$ cat src/rtl/square_wave_gen.sv
// Programmable square-wave generator: period in clk cycles, glitch-free period updates on boundaries.
// Optional duty-cycle control is compiled in with the DUTY_CTRL_EN macro.
module square_wave_gen #(
   parameter int COUNTER_WIDTH = 18,
   parameter int MIN_PERIOD    = 4
) (
   input  logic                     clk,
   input  logic                     rst_n,
   input  logic                     enable,
   input  logic                     period_load,
   input  logic [COUNTER_WIDTH-1:0] period_in,
`ifdef DUTY_CTRL_EN
   input  logic [COUNTER_WIDTH-1:0] duty_in,
`endif
   output logic                     wave_out,
   output logic                     cycle_start,
   output logic                     active,
   output logic [COUNTER_WIDTH-1:0] period_cur,
   output logic                     cfg_err
);

   localparam logic [COUNTER_WIDTH-1:0] ONE   = COUNTER_WIDTH'(1);
   localparam logic [COUNTER_WIDTH-1:0] MIN_P = COUNTER_WIDTH'(MIN_PERIOD);

   typedef enum logic [1:0] {
      S_IDLE,
      S_RUN,
      S_STOPPING
   } state_t;

   state_t                   state_q, state_d;
   logic [COUNTER_WIDTH-1:0] cnt_q, cnt_d;
   logic [COUNTER_WIDTH-1:0] period_cur_q, period_cur_d;
   logic [COUNTER_WIDTH-1:0] pend_period_q, pend_period_d;
   logic                     pend_valid_q, pend_valid_d;
   logic                     wave_q, wave_d;
   logic                     cycle_start_q, cycle_start_d;
   logic                     active_q, active_d;
   logic                     cfg_err_q, cfg_err_d;
   logic                     load_ok;
   logic                     boundary;
   logic [COUNTER_WIDTH-1:0] high_d;
`ifdef DUTY_CTRL_EN
   logic [COUNTER_WIDTH-1:0] duty_cur_q, duty_cur_d;
   logic [COUNTER_WIDTH-1:0] pend_duty_q, pend_duty_d;
`endif

   always_comb begin
`ifdef DUTY_CTRL_EN
      load_ok = period_load && (period_in >= MIN_P) &&
                (duty_in >= ONE) && (duty_in <= period_in - ONE);
`else
      load_ok = period_load && (period_in >= MIN_P);
`endif
      boundary = (state_q != S_IDLE) && (cnt_q == period_cur_q - ONE);

      state_d       = state_q;
      cnt_d         = cnt_q;
      period_cur_d  = period_cur_q;
      pend_period_d = pend_period_q;
      pend_valid_d  = pend_valid_q;
      cfg_err_d     = period_load && !load_ok;
      wave_d        = 1'b0;
      cycle_start_d = 1'b0;
`ifdef DUTY_CTRL_EN
      duty_cur_d  = duty_cur_q;
      pend_duty_d = pend_duty_q;
`endif

      // Pending is consumed before a same-cycle load is stored, so that load waits a full period.
      if (boundary && pend_valid_q) begin
         period_cur_d = pend_period_q;
         pend_valid_d = 1'b0;
`ifdef DUTY_CTRL_EN
         duty_cur_d = pend_duty_q;
`endif
      end

      if (load_ok) begin
         if (state_q == S_IDLE) begin
            period_cur_d = period_in;
`ifdef DUTY_CTRL_EN
            duty_cur_d = duty_in;
`endif
         end else begin
            pend_period_d = period_in;
            pend_valid_d  = 1'b1;
`ifdef DUTY_CTRL_EN
            pend_duty_d = duty_in;
`endif
         end
      end

      case (state_q)
         S_IDLE: begin
            cnt_d = '0;
            if (enable && (period_cur_q != '0)) begin
               state_d = S_RUN;
            end
         end
         S_RUN: begin
            if (boundary) begin
               cnt_d   = '0;
               state_d = enable ? S_RUN : S_IDLE;
            end else begin
               cnt_d   = cnt_q + ONE;
               state_d = enable ? S_RUN : S_STOPPING;
            end
         end
         S_STOPPING: begin
            if (boundary) begin
               cnt_d   = '0;
               state_d = enable ? S_RUN : S_IDLE;
            end else begin
               cnt_d   = cnt_q + ONE;
               state_d = enable ? S_RUN : S_STOPPING;
            end
         end
         default: begin
            state_d = S_IDLE;
            cnt_d   = '0;
         end
      endcase

`ifdef DUTY_CTRL_EN
      high_d = duty_cur_d;
`else
      high_d = period_cur_d >> 1;
`endif

      // Outputs are computed from next-cycle values so the registered pins line up with cnt_q.
      if (state_d != S_IDLE) begin
         wave_d        = (cnt_d < high_d);
         cycle_start_d = (cnt_d == '0);
      end
      active_d = (state_d != S_IDLE);
   end

   always_ff @(posedge clk or negedge rst_n) begin
      if (!rst_n) begin
         state_q       <= S_IDLE;
         cnt_q         <= '0;
         period_cur_q  <= '0;
         pend_period_q <= '0;
         pend_valid_q  <= 1'b0;
         wave_q        <= 1'b0;
         cycle_start_q <= 1'b0;
         active_q      <= 1'b0;
         cfg_err_q     <= 1'b0;
      end else begin
         state_q       <= state_d;
         cnt_q         <= cnt_d;
         period_cur_q  <= period_cur_d;
         pend_period_q <= pend_period_d;
         pend_valid_q  <= pend_valid_d;
         wave_q        <= wave_d;
         cycle_start_q <= cycle_start_d;
         active_q      <= active_d;
         cfg_err_q     <= cfg_err_d;
      end
   end

`ifdef DUTY_CTRL_EN
   always_ff @(posedge clk or negedge rst_n) begin
      if (!rst_n) begin
         duty_cur_q  <= '0;
         pend_duty_q <= '0;
      end else begin
         duty_cur_q  <= duty_cur_d;
         pend_duty_q <= pend_duty_d;
      end
   end
`endif

   assign wave_out    = wave_q;
   assign cycle_start = cycle_start_q;
   assign active      = active_q;
   assign period_cur  = period_cur_q;
   assign cfg_err     = cfg_err_q;

endmodule

$ cat config.mk
export PLATFORM = sky130hd
export DESIGN_NAME = square_wave_gen
export DESIGN_NICKNAME = d
export VERILOG_FILES = /design/src/rtl/square_wave_gen.sv
export SDC_FILE = /design/constraint.sdc
export NUM_CORES = 1
export LEC_CHECK = 0
export CORE_ASPECT_RATIO = 0.7
export CORE_MARGIN = 2
export CORE_UTILIZATION = 49
export CTS_CLUSTER_SIZE = 30
export DETAILED_ROUTE_END_ITERATION = 10
export PLACE_DENSITY = 0.71
export SYNTH_ARGS = -nofsm -noshare
export SYNTH_HDL_FRONTEND = slang
export SYNTH_SLANG_ARGS = --single-unit
$ cat constraint.sdc
create_clock -name clk -period 12.51 [get_ports clk]
set_input_delay 2.502 -clock clk [delete_from_list [all_inputs] [get_ports clk]]
set_output_delay 2.502 -clock clk [all_outputs]
set_load 0.03 [all_outputs]
==> flow_metrics.py, run 1 <==
metrics = {
    "status": {
        "status": "finished clean",
    },
    "die": {
        "die_x_um": 111,
        "dieArea_um2": 8780,
        "start_util_pct": 50.2,
        "core_area_um2": 7840,
        "die_height_um": 79,
        "rows": 27,
        "pin_count": 44,
    },
    "finish": {
        "utilization_pct": 60.3,
        "drive_gt1_share_pct": 9.48,
        "syn_to_final_growth_pct": 20.1,
        "fin_nets": 501,
        "diodes": 0,
    },
    "sta": {
        "slew_headroom_pct": 30.9,
        "setup_viol": 0,
        "fin_crit_ns": 6.02,
        "finalMaxSlewViolations": 0,
        "tightestPinTransition_ns": 1.04,
        "rsz0062_at_grt": "false",
        "period_share_pct": 48.1,
        "finalHoldViolCount": 0,
        "finalClockSkew_ns": 0.00415,
        "fin_tns_setup_ns": 0,
        "fmax_mhz": 166,
        "setup_ws_ns": 6.49,
        "fin_hold_ws_ns": 0.505,
    },
    "place": {
        "gp_congestion": 0.847,
        "place_hpwl_mm": 7.55,
        "post-place-ws_ns": 6.13,
        "io_buffer_count": 43,
    },
    "detailed_routing": {
        "first_pass_iters": 4,
        "ant_nets": 0,
        "vias": 3302,
        "wl_mm": 10.1,
        "viasPerCell": 5.84,
        "drtIter0Drc": 232,
        "wl_per_cell_um": 17.9,
        "drc": 0,
    },
    "yosys": {
        "synth_edf_count": 0,
        "synth-xor-area-share_pct": 9.28,
        "synth-compound-area-share_pct": 11.5,
        "ys_types": 52,
        "synth_top_family_by_area": "simple AND/OR/NAND/NOR gates",
        "yosysSeqAreaShare_pct": 38.8,
        "syn_area_per_cell_um2": 9.33,
        "synth_top_cell_by_area": "dfrtp_1",
        "syn_inst": 422,
        "synth_adder_area_share_pct": 6.36,
        "synth-async-reset-ratio_pct": 100,
        "netlist.area_leader.share_pct": 38.8,
        "synth-simple-area-share_pct": 19.0,
        "synthesis.area_um2": 3940,
        "synth_warnings": 0,
        "synthTopCellsByArea": "dfrtp_1, ha_1, xnor2_1",
        "yosys-mux-area-fraction_pct": 9.98,
        "syn_nets": 464,
        "ys_ff_latch": 61,
        "synthFlopType": "dfrtp_1",
    },
    "grt": {
        "track_usage_pct": 23.8,
        "overflow": 0,
        "grt_pass1_vias": 3124,
        "grt_max_degree": 62,
        "grt_pass1_wl_mm": 16.0,
        "antenna_found_initial": 0,
    },
    "setup_path": {
        "path_class": "in -> reg",
        "critical_path_arrival_ns": 6.26,
        "worstSetupStartpointType": "input pin",
        "endpoint_kind": "flip-flop",
        "critPathRequiredTime_ns": 12.75,
        "worstPathMaxFanout": 22,
    },
    "clock_tree": {
        "cts_tree": "built",
        "postCtsHoldBufs": 0,
        "path_clk_slew_ns": 0.05,
        "worstSkewPairLatency_ns": 0.33,
        "htreeDepth": 3,
        "ctsResizeCount": 0,
        "cts_sinks": 61,
        "clockBufferDepth": 2,
        "root_buffer": "clkbuf_16",
        "cts_buffers": 9,
        "postCtsSetupBuffers": 0,
    },
    "power_and_ir_drop": {
        "leakage_nw": 2.19,
        "vdd_drop_max_mv": 0.127,
        "power_density_nw_per_um2": 229,
    },
    "min_path": {
        "hold_class": "reg -> reg",
    },
    "run": {
        "drv_cap": 0,
    },
}
[layer usage]
metal | up-vias | wire length (µm) | track usage [%]
met5 | - | 0 | 0
met4 | 0 | 130 | 7.04
met3 | 12 | 791 | 6.64
met2 | 132 | 4250 | 34.1
met1 | 1596 | 4950 | 35.2
li1 | 1562 | - | -
[cell families after synthesis]
logic type,Yosys count
DFF,61
buffers and inverters,48
AOI/OAI and AO/OA,67
muxes,37
adders and majority gates,20
xor gates and xnor gates,40
and+or+nand+nor,149
[final cells by class]
| cell class | count | area (µm²) |
|---|---|---|
| Fill cell | 684 | 3110 |
| Multi-Input combinational cell | 313 | 2210 |
| Sequential cell | 61 | 1530 |
| Timing Repair Buffer | 47 | 455 |
| Clock buffer | 12 | 236 |
| Tap cell | 101 | 126 |
| Inverter | 27 | 101 |
| Clock inverter | 4 | 72.6 |
[synth_stat cells, types with 8 or more instances]
library cell,number
nand2_1,15
nor3_1,12
dfrtp_1,61
mux2_2,18
xor2_1,14
a21oi_1,11
inv_1,25
ha_1,20
a21o_1,18
mux2i_1,19
o21ai_0,9
clkbuf_1,12
nand3_1,19
xnor2_1,25
nor2_1,55
nor4_1,12
a31oi_1,8
[path summary, 6_finish.rpt]
kind,from,endpoint,slack [ns],cells past startpoint
setup / recovery,period_in[12],wave_out,6.49,17
hold / removal,pend_period_q[2],pend_period_q[2],0.51,1
setup reg to reg,period_cur[0],wave_out,6.59,20
hold reg to reg,pend_period_q[2],pend_period_q[2],0.51,1
max in group asynchronous,rst_n,pend_period_q[2],9.66,2
min in group asynchronous,rst_n,cnt_q[6],2.33,2
[flip-flops by register name, indices dropped and copies added (netlist names)]
name,cells
wave_out,1
active,1
cnt_q,18
pend_valid_q,1
cycle_start,1
state_q,2
pend_period_q,18
period_cur,18
cfg_err,1
[worst max-delay path, stage by stage]
cell and delay [ns]:
clkdlybuf4s50_1 0.46, nor4_1 0.35, nand4_1 0.18, nand3_1 0.42
buf_4 0.35, nor2_1 0.07, a21o_2 0.21, ha_1 0.29
a21o_1 0.16, a21oi_1 0.17, nor2b_1 0.07, o21ai_0 0.16
nand2b_1 0.08, a21oi_1 0.13, o21ai_0 0.07, or4_1 0.41
a211oi_1 0.18
[cell usage in the layout (no fill, tap or decap), types with 14 or more instances in the layout]
master	instances
dfrtp_1	61
nor2_1	55
clkdlybuf4s50_1	42
inv_1	25
xnor2_1	25
ha_1	20
nand3_1	19
mux2i_1	19
a21o_1	18
mux2_2	18
nand2_1	15
xor2_1	14
[stage by stage]
step | instances | power [mW] | area [µm²]
after global placement | 549 | 0.805 | 4420
after CTS | 565 | 1.09 | 4730
after floorplan | 422 | 0.648 | 3940
final | 565 | 1.09 | 4730
after detailed placement | 549 | 0.820 | 4420
after global routing | 565 | 1.15 | 4730
[report_power, final]
part	switching, mW	internal, mW	leakage (nW)
clock	0.0880	0.174	0.147
combinational	0.256	0.207	1.30
sequential	0.0938	0.266	0.737
Note: power is estimated with default switching activity, not from simulation.
==> run 2, diff against run 1 <==
==> constraint.sdc (replaced) <==
create_clock -name clk -period 5.7 [get_ports clk]
set_input_delay 1.14 -clock clk [delete_from_list [all_inputs] [get_ports clk]]
set_output_delay 1.14 -clock clk [all_outputs]
set_load 0.03 [all_outputs]
==> run 2 against run 1 <==
  * Non-clock buffer count rose by 5
  * Clock-buffer cell count fell by 1
  * Worst hold slack improved by 0.0029 ns
  * Routed wire length rose by 3.4%
  * Combinational power rose by 130%
  * Critical path type is now reg -> reg
==> flow_metrics.py, run 2 (same netlist as run 1, synthesis figures left out) <==
metrics = {
    "status": {
        "status": "finished clean",
    },
    "detailed_routing": {
        "vias": 3344,
        "wl_mm": 10.5,
        "drc": 0,
        "drtIter0Drc": 214,
        "first_pass_iters": 4,
        "ant_nets": 0,
        "wl_per_cell_um": 18.3,
        "viasPerCell": 5.87,
    },
    "sta": {
        "finalClockSkew_ns": 0.00795,
        "fmax_mhz": 189,
        "finalHoldViolCount": 0,
        "fin_crit_ns": 5.28,
        "rsz0062_at_grt": "false",
        "fin_tns_setup_ns": 0,
        "finalMaxSlewViolations": 0,
        "slew_headroom_pct": 46.8,
        "tightestPinTransition_ns": 0.798,
        "period_share_pct": 92.6,
        "setup_viol": 0,
    },
    "clock_tree": {
        "cts_sinks": 61,
        "cts_tree": "built",
        "htreeDepth": 3,
        "clockBufferDepth": 2,
        "worstSkewPairLatency_ns": 0.34,
        "cts_buffers": 9,
        "path_clk_slew_ns": 0.05,
        "root_buffer": "clkbuf_16",
    },
    "place": {
        "gp_congestion": 0.943,
        "io_buffer_count": 43,
        "post_dp_cell_area_um2": 4460,
        "place_hpwl_mm": 7.79,
    },
    "power_and_ir_drop": {
        "vdd_drop_max_mv": 0.277,
        "pwr-share-comb_pct": 44.0,
        "swShare_pct": 41.1,
        "seqPwrFrac_pct": 32.8,
        "intPower_mw": 1.42,
        "power_density_nw_per_um2": 502,
        "leakage_nw": 2.23,
        "power_switching_mw": 0.994,
        "p_clk_share_pct": 23.2,
        "fin_total_pwr_mw": 2.42,
    },
    "finish": {
        "drive_gt1_share_pct": 12.6,
        "utilization_pct": 61.5,
        "syn_to_final_growth_pct": 22.3,
        "fin_nets": 506,
        "layout_common_cells": "dfrtp_1, nor2_1, clkdlybuf4s50_1",
        "layout_commonest_cell": "dfrtp_1",
        "diodes": 0,
        "final_cell_area_um2": 4820,
    },
    "min_path": {
        "hold_class": "reg -> reg",
    },
    "setup_path": {
        "max_stage_delay_ns": 0.62,
        "worstPathMaxFanout": 10,
        "critPathRequiredTime_ns": 5.95,
        "worst_path_most_repeated_cell": "a21o_1",
        "endpoint_kind": "flip-flop",
        "critPathSlowestCell": "or4_1",
        "path_delay_family": "simple AND/OR/NAND/NOR gates",
        "path_class": "reg -> reg",
        "worstSetupStartpointType": "flip-flop",
        "worstPathCellList": "or4_1 > or4_1 > nor4_1 > o22ai_1 > or4b_4 > or3_1 > buf_4 > mux2i_1 > a21o_1 > ha_1 > a21o_1 > a21o_1 > a21o_1 > a21oi_1 > nor2b_1 > o21ai_0 > o21ai_0 > or4_1 > a211oi_2",
        "cp_num_buf_inv": 1,
        "critical_path_arrival_ns": 5.52,
    },
    "grt": {
        "track_usage_pct": 25.3,
        "grt_max_degree": 62,
        "antenna_found_initial": 0,
        "grt_pass1_vias": 3187,
        "overflow": 0,
        "grt_pass1_wl_mm": 17.1,
    },
    "die": {
        "die_height_um": 79,
        "rows": 27,
        "dieArea_um2": 8780,
        "pin_count": 44,
        "core_area_um2": 7840,
        "die_x_um": 111,
        "start_util_pct": 50.2,
    },
    "run": {
        "drv_cap": 0,
    },
}
-- run 2: per-stage QoR --
step,hold slack [ns],std cells,worst slack (ns)
after floorplan,0.470,422,0.654
after global placement,0.488,554,0.532
after detailed placement,0.496,554,0.329
after CTS,0.508,570,0.317
after global routing,0.530,570,0.0580
final,0.508,570,0.423
-- run 2: final timing paths --
| check | startpoint | end | slack [ns] | depth (start not counted) |
|---|---|---|---|---|
| max in group asynchronous | rst_n | cnt_q[4] | 4.19 | 2 |
| min in group asynchronous | rst_n | active | 0.95 | 2 |
| worst min register to register | pend_period_q[8] | pend_period_q[8] | 0.51 | 1 |
| worst min-delay path | pend_period_q[8] | pend_period_q[8] | 0.51 | 1 |
| worst max-delay path | period_cur[11] | wave_out | 0.42 | 19 |
| worst max register to register | period_cur[11] | wave_out | 0.42 | 19 |
-- run 2: power by group through the flow --
stage | sequential (mW) | clock (mW) | combinational (mW)
3_3_place_gp | 0.779 | 0 | 1.02
5_1_grt | 0.810 | 0.593 | 1.16
6_report | 0.793 | 0.561 | 1.06
3_5_place_dp | 0.782 | 0 | 1.04
4_1_cts | 0.776 | 0.569 | 1.05
2_1_floorplan | 0.837 | 0 | 0.585
-- run 2: per-layer routing --
layer / routed length, µm / global-route usage [%] / vias to the layer above
met1: 5060 / 38.4 / 1626
li1: - / - / 1574
met2: 4400 / 36.3 / 136
met3: 900 / 7.25 / 8
met4: 94 / 4.07 / 0
met5: 0 / 0 / -
-- run 2: repair_timing --
action	in CTS	in global routing
endpoints found under the setup margin	0	1
gates resized for setup	0	9
buffers inserted	0	0
hold buffers	0	0
-- run 2: area by class of cell --
class | instances | area [µm²]
clock inverters | 5 | 58.8
well taps | 101 | 126
flip-flops and latches | 61 | 1530
fillers | 666 | 3020
inverters | 27 | 101
repair buffers | 52 | 493
clock buffers | 11 | 253
multi-input cells | 313 | 2260
